**config.mk**
```make
export PLATFORM = sky130hd
export DESIGN_NAME = branch_redirect_ctrl_flat
export DESIGN_NICKNAME = d
export VERILOG_FILES = /design/src/rtl/branch_redirect_ctrl_if.sv /design/src/rtl/branch_redirect_ctrl.sv /design/src/flat_wrapper.sv
export SDC_FILE = /design/constraint.sdc
export NUM_CORES = 1
export LEC_CHECK = 0
export ABC_AREA = 0
export BUFFER_PORTS_ARGS = -buffer_cell sky130_fd_sc_hd__buf_2
export CAP_MARGIN = 20
export CORE_ASPECT_RATIO = 0.9
export CORE_MARGIN = 1
export CORE_UTILIZATION = 36
export DETAILED_ROUTE_END_ITERATION = 8
export PLACE_DENSITY = 0.71
export SLEW_MARGIN = 10
export SYNTH_ARGS = -nofsm -noshare
export SYNTH_HDL_FRONTEND = slang
export SYNTH_SLANG_ARGS = --single-unit
```
**constraint.sdc**
```tcl
create_clock -name clk -period 1.59 [get_ports clk]
set_input_delay 0.0795 -clock clk [delete_from_list [all_inputs] [get_ports clk]]
set_output_delay 0.0795 -clock clk [all_outputs]
set_load 0.05 [all_outputs]
```
**src/rtl/branch_redirect_ctrl_if.sv**
```systemverilog
// -----------------------------------------------------------------------------
// branch_redirect_ctrl_if
// Bundles the EX-stage branch-unit results and the redirect controller outputs.
//   Inputs to the controller : ex_valid, ex_pcsel, ex_halt, ex_brpc, stall_in
//   Outputs of the controller: pc_we, pc_next_sel, pc_target, flush_ifid,
//                              flush_idex, halted, misalign
// master : the pipeline side (branch unit / hazard unit / PC register)
// slave  : the redirect controller itself
// -----------------------------------------------------------------------------
interface branch_redirect_ctrl_if #(
    parameter int PC_W = 9
);
    logic            ex_valid;
    logic            ex_pcsel;
    logic            ex_halt;
    logic [31:0]     ex_brpc;
    logic            stall_in;
    logic            pc_we;
    logic            pc_next_sel;
    logic [PC_W-1:0] pc_target;
    logic            flush_ifid;
    logic            flush_idex;
    logic            halted;
    logic            misalign;

    modport master (
        output ex_valid, ex_pcsel, ex_halt, ex_brpc, stall_in,
        input  pc_we, pc_next_sel, pc_target, flush_ifid, flush_idex, halted, misalign
    );

    modport slave (
        input  ex_valid, ex_pcsel, ex_halt, ex_brpc, stall_in,
        output pc_we, pc_next_sel, pc_target, flush_ifid, flush_idex, halted, misalign
    );
endinterface

```
**src/rtl/branch_redirect_ctrl.sv**
```systemverilog
// -----------------------------------------------------------------------------
// branch_redirect_ctrl
// Sequences control-flow redirects for the 5-stage core: turns the EX-stage
// branch-unit results into PC write enable / next-PC select, IF/ID and ID/EX
// flush strobes and the core halt state. All outputs are registered.
// Ports:
//   clk   : core clock, rising edge
//   rst_n : synchronous active-low reset
//   bus   : branch_redirect_ctrl_if.slave (EX results in, PC/flush/halt out)
//   redirect_count, flush_cycles : 32-bit performance counters, present only
//                                  when BRANCH_REDIRECT_PERF_EN is defined
// Parameters:
//   PC_W      : PC width; the redirect target is truncated to these low bits
//   FLUSH_CYC : cycles the flush strobes stay high after a redirect (1..15)
// -----------------------------------------------------------------------------
module branch_redirect_ctrl #(
    parameter int PC_W      = 9,
    parameter int FLUSH_CYC = 2
) (
    input  logic                  clk,
    input  logic                  rst_n,
    branch_redirect_ctrl_if.slave bus
`ifdef BRANCH_REDIRECT_PERF_EN
    ,
    output logic [31:0]           redirect_count,
    output logic [31:0]           flush_cycles
`endif
);
    typedef enum logic [1:0] {RUN, FLUSH, HALT} state_t;

    localparam logic [3:0] CNT_INIT = 4'(FLUSH_CYC - 1);

    state_t          state;
    logic [3:0]      cnt;
    logic            pc_we_r;
    logic            pc_next_sel_r;
    logic [PC_W-1:0] pc_target_r;
    logic            flush_r;
    logic            halted_r;
    logic            misalign_r;

    logic take;
    logic hlt;
    assign take = bus.ex_valid & bus.ex_pcsel & ~bus.ex_halt;
    assign hlt  = bus.ex_valid & bus.ex_halt;

    // Upper target bits are dropped by design.
    logic unused_brpc_hi;
    assign unused_brpc_hi = ^bus.ex_brpc[31:PC_W];

    always_ff @(posedge clk) begin
        if (!rst_n) begin
            state         <= RUN;
            cnt           <= '0;
            pc_we_r       <= 1'b1;
            pc_next_sel_r <= 1'b0;
            pc_target_r   <= '0;
            flush_r       <= 1'b0;
            halted_r      <= 1'b0;
            misalign_r    <= 1'b0;
        end else begin
            case (state)
                RUN: begin
                    if (hlt) begin
                        state         <= HALT;
                        pc_we_r       <= 1'b0;
                        pc_next_sel_r <= 1'b0;
                        flush_r       <= 1'b1;
                        halted_r      <= 1'b1;
                        misalign_r    <= 1'b0;
                    end else if (take) begin
                        // Redirect wins over stall_in: the EX instruction is
                        // never held back by a load-use hazard sitting in ID.
                        state         <= FLUSH;
                        cnt           <= CNT_INIT;
                        pc_target_r   <= bus.ex_brpc[PC_W-1:0];
                        pc_next_sel_r <= 1'b1;
                        pc_we_r       <= 1'b1;
                        flush_r       <= 1'b1;
                        misalign_r    <= bus.ex_brpc[1] | bus.ex_brpc[0];
                    end else begin
                        pc_we_r       <= ~bus.stall_in;
                        pc_next_sel_r <= 1'b0;
                        flush_r       <= 1'b0;
                        misalign_r    <= 1'b0;
                    end
                end
                FLUSH: begin
                    // EX inputs here belong to squashed shadow instructions.
                    pc_we_r       <= 1'b1;
                    pc_next_sel_r <= 1'b0;
                    misalign_r    <= 1'b0;
                    if (cnt != 4'd0) begin
                        cnt     <= cnt - 4'd1;
                        flush_r <= 1'b1;
                    end else begin
                        state   <= RUN;
                        flush_r <= 1'b0;
                    end
                end
                default: begin
                    // HALT absorbs until reset; flushes only on the entry cycle.
                    pc_we_r       <= 1'b0;
                    pc_next_sel_r <= 1'b0;
                    flush_r       <= 1'b0;
                    halted_r      <= 1'b1;
                    misalign_r    <= 1'b0;
                end
            endcase
        end
    end

    assign bus.pc_we       = pc_we_r;
    assign bus.pc_next_sel = pc_next_sel_r;
    assign bus.pc_target   = pc_target_r;
    assign bus.flush_ifid  = flush_r;
    assign bus.flush_idex  = flush_r;
    assign bus.halted      = halted_r;
    assign bus.misalign    = misalign_r;

`ifdef BRANCH_REDIRECT_PERF_EN
    function automatic logic [31:0] sat_inc(input logic [31:0] v);
        return (v == 32'hFFFF_FFFF) ? v : v + 32'd1;
    endfunction

    always_ff @(posedge clk) begin
        if (!rst_n) begin
            redirect_count <= '0;
            flush_cycles   <= '0;
        end else if (state != HALT) begin
            if (state == RUN && take && !hlt)
                redirect_count <= sat_inc(redirect_count);
            // Counts the cycle that just showed flush high (HALT entry excluded).
            if (flush_r)
                flush_cycles <= sat_inc(flush_cycles);
        end
    end
`endif
endmodule

```
**src/flat_wrapper.sv**
```systemverilog
// flat-port wrapper written by rule: the top's interface ports become plain ports
module branch_redirect_ctrl_flat 
#(
    parameter int PC_W      = 9,
    parameter int FLUSH_CYC = 2
)
  (clk, rst_n, bus_ex_valid, bus_ex_pcsel, bus_ex_halt, bus_ex_brpc, bus_stall_in, bus_pc_we, bus_pc_next_sel, bus_pc_target, bus_flush_ifid, bus_flush_idex, bus_halted, bus_misalign);
  branch_redirect_ctrl_if #(.PC_W(PC_W)) bus_i ();
  input  logic clk;
  input  logic rst_n;
  input wire logic [$bits(bus_i.ex_valid)-1:0] bus_ex_valid;
  input wire logic [$bits(bus_i.ex_pcsel)-1:0] bus_ex_pcsel;
  input wire logic [$bits(bus_i.ex_halt)-1:0] bus_ex_halt;
  input wire logic [$bits(bus_i.ex_brpc)-1:0] bus_ex_brpc;
  input wire logic [$bits(bus_i.stall_in)-1:0] bus_stall_in;
  output wire logic [$bits(bus_i.pc_we)-1:0] bus_pc_we;
  output wire logic [$bits(bus_i.pc_next_sel)-1:0] bus_pc_next_sel;
  output wire logic [$bits(bus_i.pc_target)-1:0] bus_pc_target;
  output wire logic [$bits(bus_i.flush_ifid)-1:0] bus_flush_ifid;
  output wire logic [$bits(bus_i.flush_idex)-1:0] bus_flush_idex;
  output wire logic [$bits(bus_i.halted)-1:0] bus_halted;
  output wire logic [$bits(bus_i.misalign)-1:0] bus_misalign;
  assign bus_i.ex_valid = bus_ex_valid;
  assign bus_i.ex_pcsel = bus_ex_pcsel;
  assign bus_i.ex_halt = bus_ex_halt;
  assign bus_i.ex_brpc = bus_ex_brpc;
  assign bus_i.stall_in = bus_stall_in;
  assign bus_pc_we = bus_i.pc_we;
  assign bus_pc_next_sel = bus_i.pc_next_sel;
  assign bus_pc_target = bus_i.pc_target;
  assign bus_flush_ifid = bus_i.flush_ifid;
  assign bus_flush_idex = bus_i.flush_idex;
  assign bus_halted = bus_i.halted;
  assign bus_misalign = bus_i.misalign;
  branch_redirect_ctrl #(.PC_W(PC_W), .FLUSH_CYC(FLUSH_CYC)) u_core (.clk(clk), .rst_n(rst_n), .bus(bus_i));
endmodule
```
# --- Word-level counts from Yosys, hierarchy flattened ---
# Cells that the tools add are included.
totals:
  register_bits: 20
  inputBits: 38
  out_inout_bits: 15
  elab_cells: 53
classes:
  add_sub_neg: 1
  n_eq_ne: 7
  n_mux: 17
  bitwise_logic: 11
  reduce_logical: 9
op_table:
  columns: ["operator", "n"]
  rows:
  - ["2-to-1 mux 4 bit", 3]
  - ["case mux 4 bit (2 select lines)", 1]
  - ["inverter 1 bit", 7]
  - ["2-to-1 mux 1 bit", 6]
  - ["2-to-1 mux 2 bit", 3]
  - ["!= test 2 x 1 -> 1 bit (second input constant)", 3]
  - ["case mux 1 bit (2 select lines)", 3]
  - ["AND reduction 3 bit", 2]
  - ["!= test 2 bit (second input constant)", 2]
  - ["case mux 2 bit (2 select lines)", 1]
  - ["AND reduction 4 bit", 1]
  - ["nonzero test 4 bit", 1]
  - ["OR reduction 4 bit", 1]
  - ["subtractor 4 x 1 -> 4 bit (second input constant)", 1]
  - ["AND 1 bit", 3]
  - ["!= test 3 x 1 -> 1 bit (second input constant)", 1]
  - ["OR reduction 3 bit", 1]
  - ["equality test 2 x 1 -> 1 bit (second input constant)", 1]
  - ["logical NOT 2 bit", 1]
  - ["AND reduction 2 bit", 1]
  - ["nonzero test 2 bit", 1]
  - ["bitwise OR 1 bit", 1]

# --- Longest topological paths before layout ---
depth:
  word_depth: 5
  depth_mapped: 6
  mapped_depth_nobuf: 6

# --- Least setup slack after synthesis ---
# No wires, ideal clock.
synth_timing:
  path_kind: "reg2reg"
  start: "register u_core.cnt[0]"
  end: "register u_core.cnt[0]"
  setup_ps: 116
  t_arrival_ps: 1484
  t_required_ps: 1474
  setup_slack_ps: -9
  stages_incl_launch_ff: 7
  path_buffers: 0
  synth_period_minus_slack_ps: 1599
  cell_sequence: "dfxtp_1 > inv_1 > ha_1 > or3b_4 > and2_4 > or3_1 > and3_1"
synth_between:
  elab_chain_len: 3
  elab_cells_between_ends: 6
  classes_between: "add/sub (1); eq/ne (1); mux (2); reduce/logical (2)"
synth_rtl:
  columns: ["element", "line", "rtl"]
  rows:
  - ["from (decl)", "branch_redirect_ctrl.sv:34", "logic [3:0] cnt;"]
  - ["from (signal assigned)", "branch_redirect_ctrl.sv:94", "cnt <= cnt - 4'd1;"]
  - ["subtractor 4 x 1 -> 4 bit / nonzero test 4 bit (equally long branches)", "branch_redirect_ctrl.sv:94, branch_redirect_ctrl.sv:93", null]
  - ["2-to-1 mux 4 bit / != test 2 x 1 -> 1 bit (equally long branches)", null, null]
  - ["case mux 4 bit (2 select lines) / AND reduction 4 bit (equally long branches)", null, null]
# Parallel ways exist; a longest one is shown, timed or not. The select of a mux whose other input is x is not followed.
# A chain may end at the register's enable or synchronous reset.

# --- Final worst setup path ---
# Ends and elaborated chain as after synthesis.

==> flow_metrics.tcl <==
set metrics [dict create \
    finalWirelength_um 1530 \
    clock_latency_ns 0.29 \
    crit_start "u_core.cnt[0]$_SDFFE_PN0P_" \
    hold_viol 0 \
    p_leak_nw 0.470 \
    crit_arrival_ns 1.80 \
    rrSetupSlack_ns -0.01 \
    dieArea_mm2 0.00241 \
    outcome "complete, but fails checks" \
    vias_per_cell 4.91 \
    syn_area_per_cell_um2 8.98 \
    drive_gt1_frac 0.336 \
    yosysSeqAreaShare 0.501 \
    ff2ff_path_depth 6 \
    die_height_um 46.7 \
    cts-htree-levels 1 \
    drv_cap 0 \
    overflow 0 \
    drc 0 \
    yosysUniqueCellTypes 28 \
    cp.required_ns 1.79 \
    yosys.area.top_type "dfxtp_1" \
    gp_congestion 0.637 \
    ys_ff_latch 20 \
    crit_path_max_fanout 2 \
    via_count 736 \
    final.setup_skew_ns 0.00182 \
    ys_warn_count 0 \
    ys.flop_type "dfxtp_1" \
    endpoint_kind "flip-flop" \
    wl_per_cell_um 10.2 \
    path_clk_slew_ns 0.10 \
    coreArea_mm2 0.00201 \
    reg2reg_from "u_core.cnt[0]$_SDFFE_PN0P_" \
    grt_antenna_before_repair 0 \
    place_area_um2 997 \
    crit_cells 6 \
    final_area_mm2 0.00105 \
    root_buffer "clkbuf_4" \
    cts.sinks 20 \
    grt_pass1_vias 614 \
    syn_to_final_growth_pct 31.5 \
    setup_viol 1 \
    setup_ws_ns -0.0140 \
    crit_chain "inv_1 -> ha_1 -> or3b_4 -> and2_4 -> or3_1 -> and3_1" \
    cts-buffers-inserted 3 \
    critPathKind "flip-flop to flip-flop" \
    placementRows 15 \
    final.period_utilization 1.01 \
    cp_top_family "simple AND/OR/NAND/NOR gates" \
    crit_buf_inv 1 \
    synth_edf_count 0 \
    vdd_ir_drop_max_mv 0.506 \
    synth_area_leaders "dfxtp_1, nand2_1, a21boi_0" \
    fmax_mhz 623 \
    critPathCapture "u_core.cnt[0]$_SDFFE_PN0P_" \
    post-route-min-period_ns 1.60 \
    post_cts_buffers 0 \
    rsz0062_at_grt "true" \
    grt_usage 0.149 \
    start_kind "flip-flop" \
    postSynthCellCount 89 \
    ctsLongestPathBuffers 2 \
    nets 166 \
    io_buffers 29 \
    initial_utilization 0.398 \
    grt_max_degree 22 \
    total_power_uw 928 \
    slew_violations 0 \
    post-place-ws_ns 0.0104 \
    cts_tree "built" \
    final_util 0.523 \
    fp.dieW_um 51.7 \
    min_path_type "primary input to flip-flop" \
    grt_pass1_wl_um 2610 \
    crit_slowest_cell "or3b_4" \
    drtAntennaViolNets 0 \
    antenna_cells 0 \
    ios 53 \
    worst_slew_pin_slew_ns 0.402 \
    synth_top_area_frac 0.501 \
    hpwl_um 1120 \
    violations "setup timing" \
    synth_fp_nets 128 \
    firstDrtPassIters 3 \
    worstReg2RegEnd "u_core.cnt[0]$_SDFFE_PN0P_" \
    relSlewSlack 0.732 \
    syn_area_um2 800 \
    async_flop_share 0 \
    cp_slowest_stage_delay_ns 0.38 \
    p_per_area_mw_per_mm2 883 \
    drt-initial-drc-count 6 \
]
## kinds of logic (layout without fill, tap and decap cells)
logic type / Yosys count / in the layout / synth area share
compound gates: 20 / 20 / 0.177
fa+ha+maj: 1 / 1 / 0.0156
buf+inv: 7 / 43 / 0.0391
flops: 20 / 20 / 0.501
simple gates: 41 / 41 / 0.268
## worst reg2reg max path: cells and delay by family (launching register included)
family        cells  cell delay [ns]
fa+ha+maj         1             0.15
flops             1             0.33
simple gates      4             0.98
buf+inv           1             0.05
## synthesized netlist by cell type, drive strengths merged, types with 2 or more instances
| library cell | count |
|---|---|
| dfxtp | 20 |
| inv | 2 |
| and2 | 2 |
| nand3b | 3 |
| a21boi | 11 |
| o21ai | 4 |
| nand2 | 23 |
| buf | 2 |
| or3 | 2 |
| o21a | 2 |
| clkbuf | 3 |
## worst min path at each step
stage | cells past startpoint | end | slack (ns) | startpoint
after global routing | 3 | u_core.bus.pc_target[8]$_SDFFE_PN0P_ | 0.02 | bus_ex_brpc[8]
after global placement | 2 | u_core.bus.misalign$_SDFF_PP0_ | 0.30 | bus_ex_brpc[1]
after floorplan | 1 | u_core.bus.misalign$_SDFF_PP0_ | 0.19 | bus_ex_brpc[1]
after CTS | 3 | u_core.bus.pc_target[6]$_SDFFE_PN0P_ | 0.02 | bus_ex_brpc[6]
after detailed placement | 2 | u_core.bus.misalign$_SDFF_PP0_ | 0.30 | bus_ex_brpc[1]
final | 3 | u_core.bus.pc_target[6]$_SDFFE_PN0P_ | 0.02 | bus_ex_brpc[6]
## flip-flops by register name, summed over array words and instances (netlist names)
signal	count
u_core.cnt	4
u_core.bus.pc_we	1
u_core.state	2
u_core.bus.misalign	1
u_core.bus.pc_target	9
u_core.bus.pc_next_sel	1
u_core.bus.flush_idex	1
u_core.bus.halted	1
## where the power goes
part	internal [mW]	switching (mW)	leakage, nW	total [mW]
Combinational	0.0607	0.106	0.293	0.166
Sequential	0.522	0.0103	0.163	0.532
Clock	0.0883	0.142	0.0138	0.230
## placed cells by master (no fill, tap or decap), types with 2 or more instances in the layout
| master | instances |
|---|---|
| a21boi_0 | 11 |
| o21ai_0 | 4 |
| buf_2 | 29 |
| dlygate4sd3_1 | 3 |
| inv_1 | 2 |
| dfxtp_1 | 19 |
| o21a_1 | 2 |
| nand3b_1 | 3 |
| buf_4 | 6 |
| or3_1 | 2 |
| clkbuf_4 | 3 |
| nand2_1 | 23 |
## layout make-up
| type | count | area (um2) |
|---|---|---|
| fillers | 189 | 957 |
| flip-flops and latches | 20 | 402 |
| multi-input cells | 62 | 368 |
| repair buffers | 38 | 220 |
| well taps | 25 | 31.3 |
| clock buffers | 3 | 22.5 |
| inverters | 2 | 7.51 |
## through the flow
stage | hold WS (ns) | cells | setup TNS [ns]
after global placement | 0.295 | 144 | 0
after CTS | 0.0183 | 150 | -0.0135
after detailed placement | 0.298 | 144 | 0
final | 0.0193 | 150 | -0.0140
after floorplan | 0.190 | 89 | -0.00949
after global routing | 0.0160 | 150 | -0.102
## routing by layer
metal,track usage,up-vias,part of all wire
met5,0,-,0
met4,0.0973,0,0.026
met3,0.0198,5,0.042
met2,0.239,18,0.47
met1,0.192,338,0.46
li1,-,375,-
## repair_timing
item                                    in CTS  in global routing
hold endpoints to repair                     2                  0
hold buffers                                 3                  0
endpoints found under the setup margin       1                  1
gates resized for setup                      0                  1
Note: power is estimated with default switching activity, not from simulation.
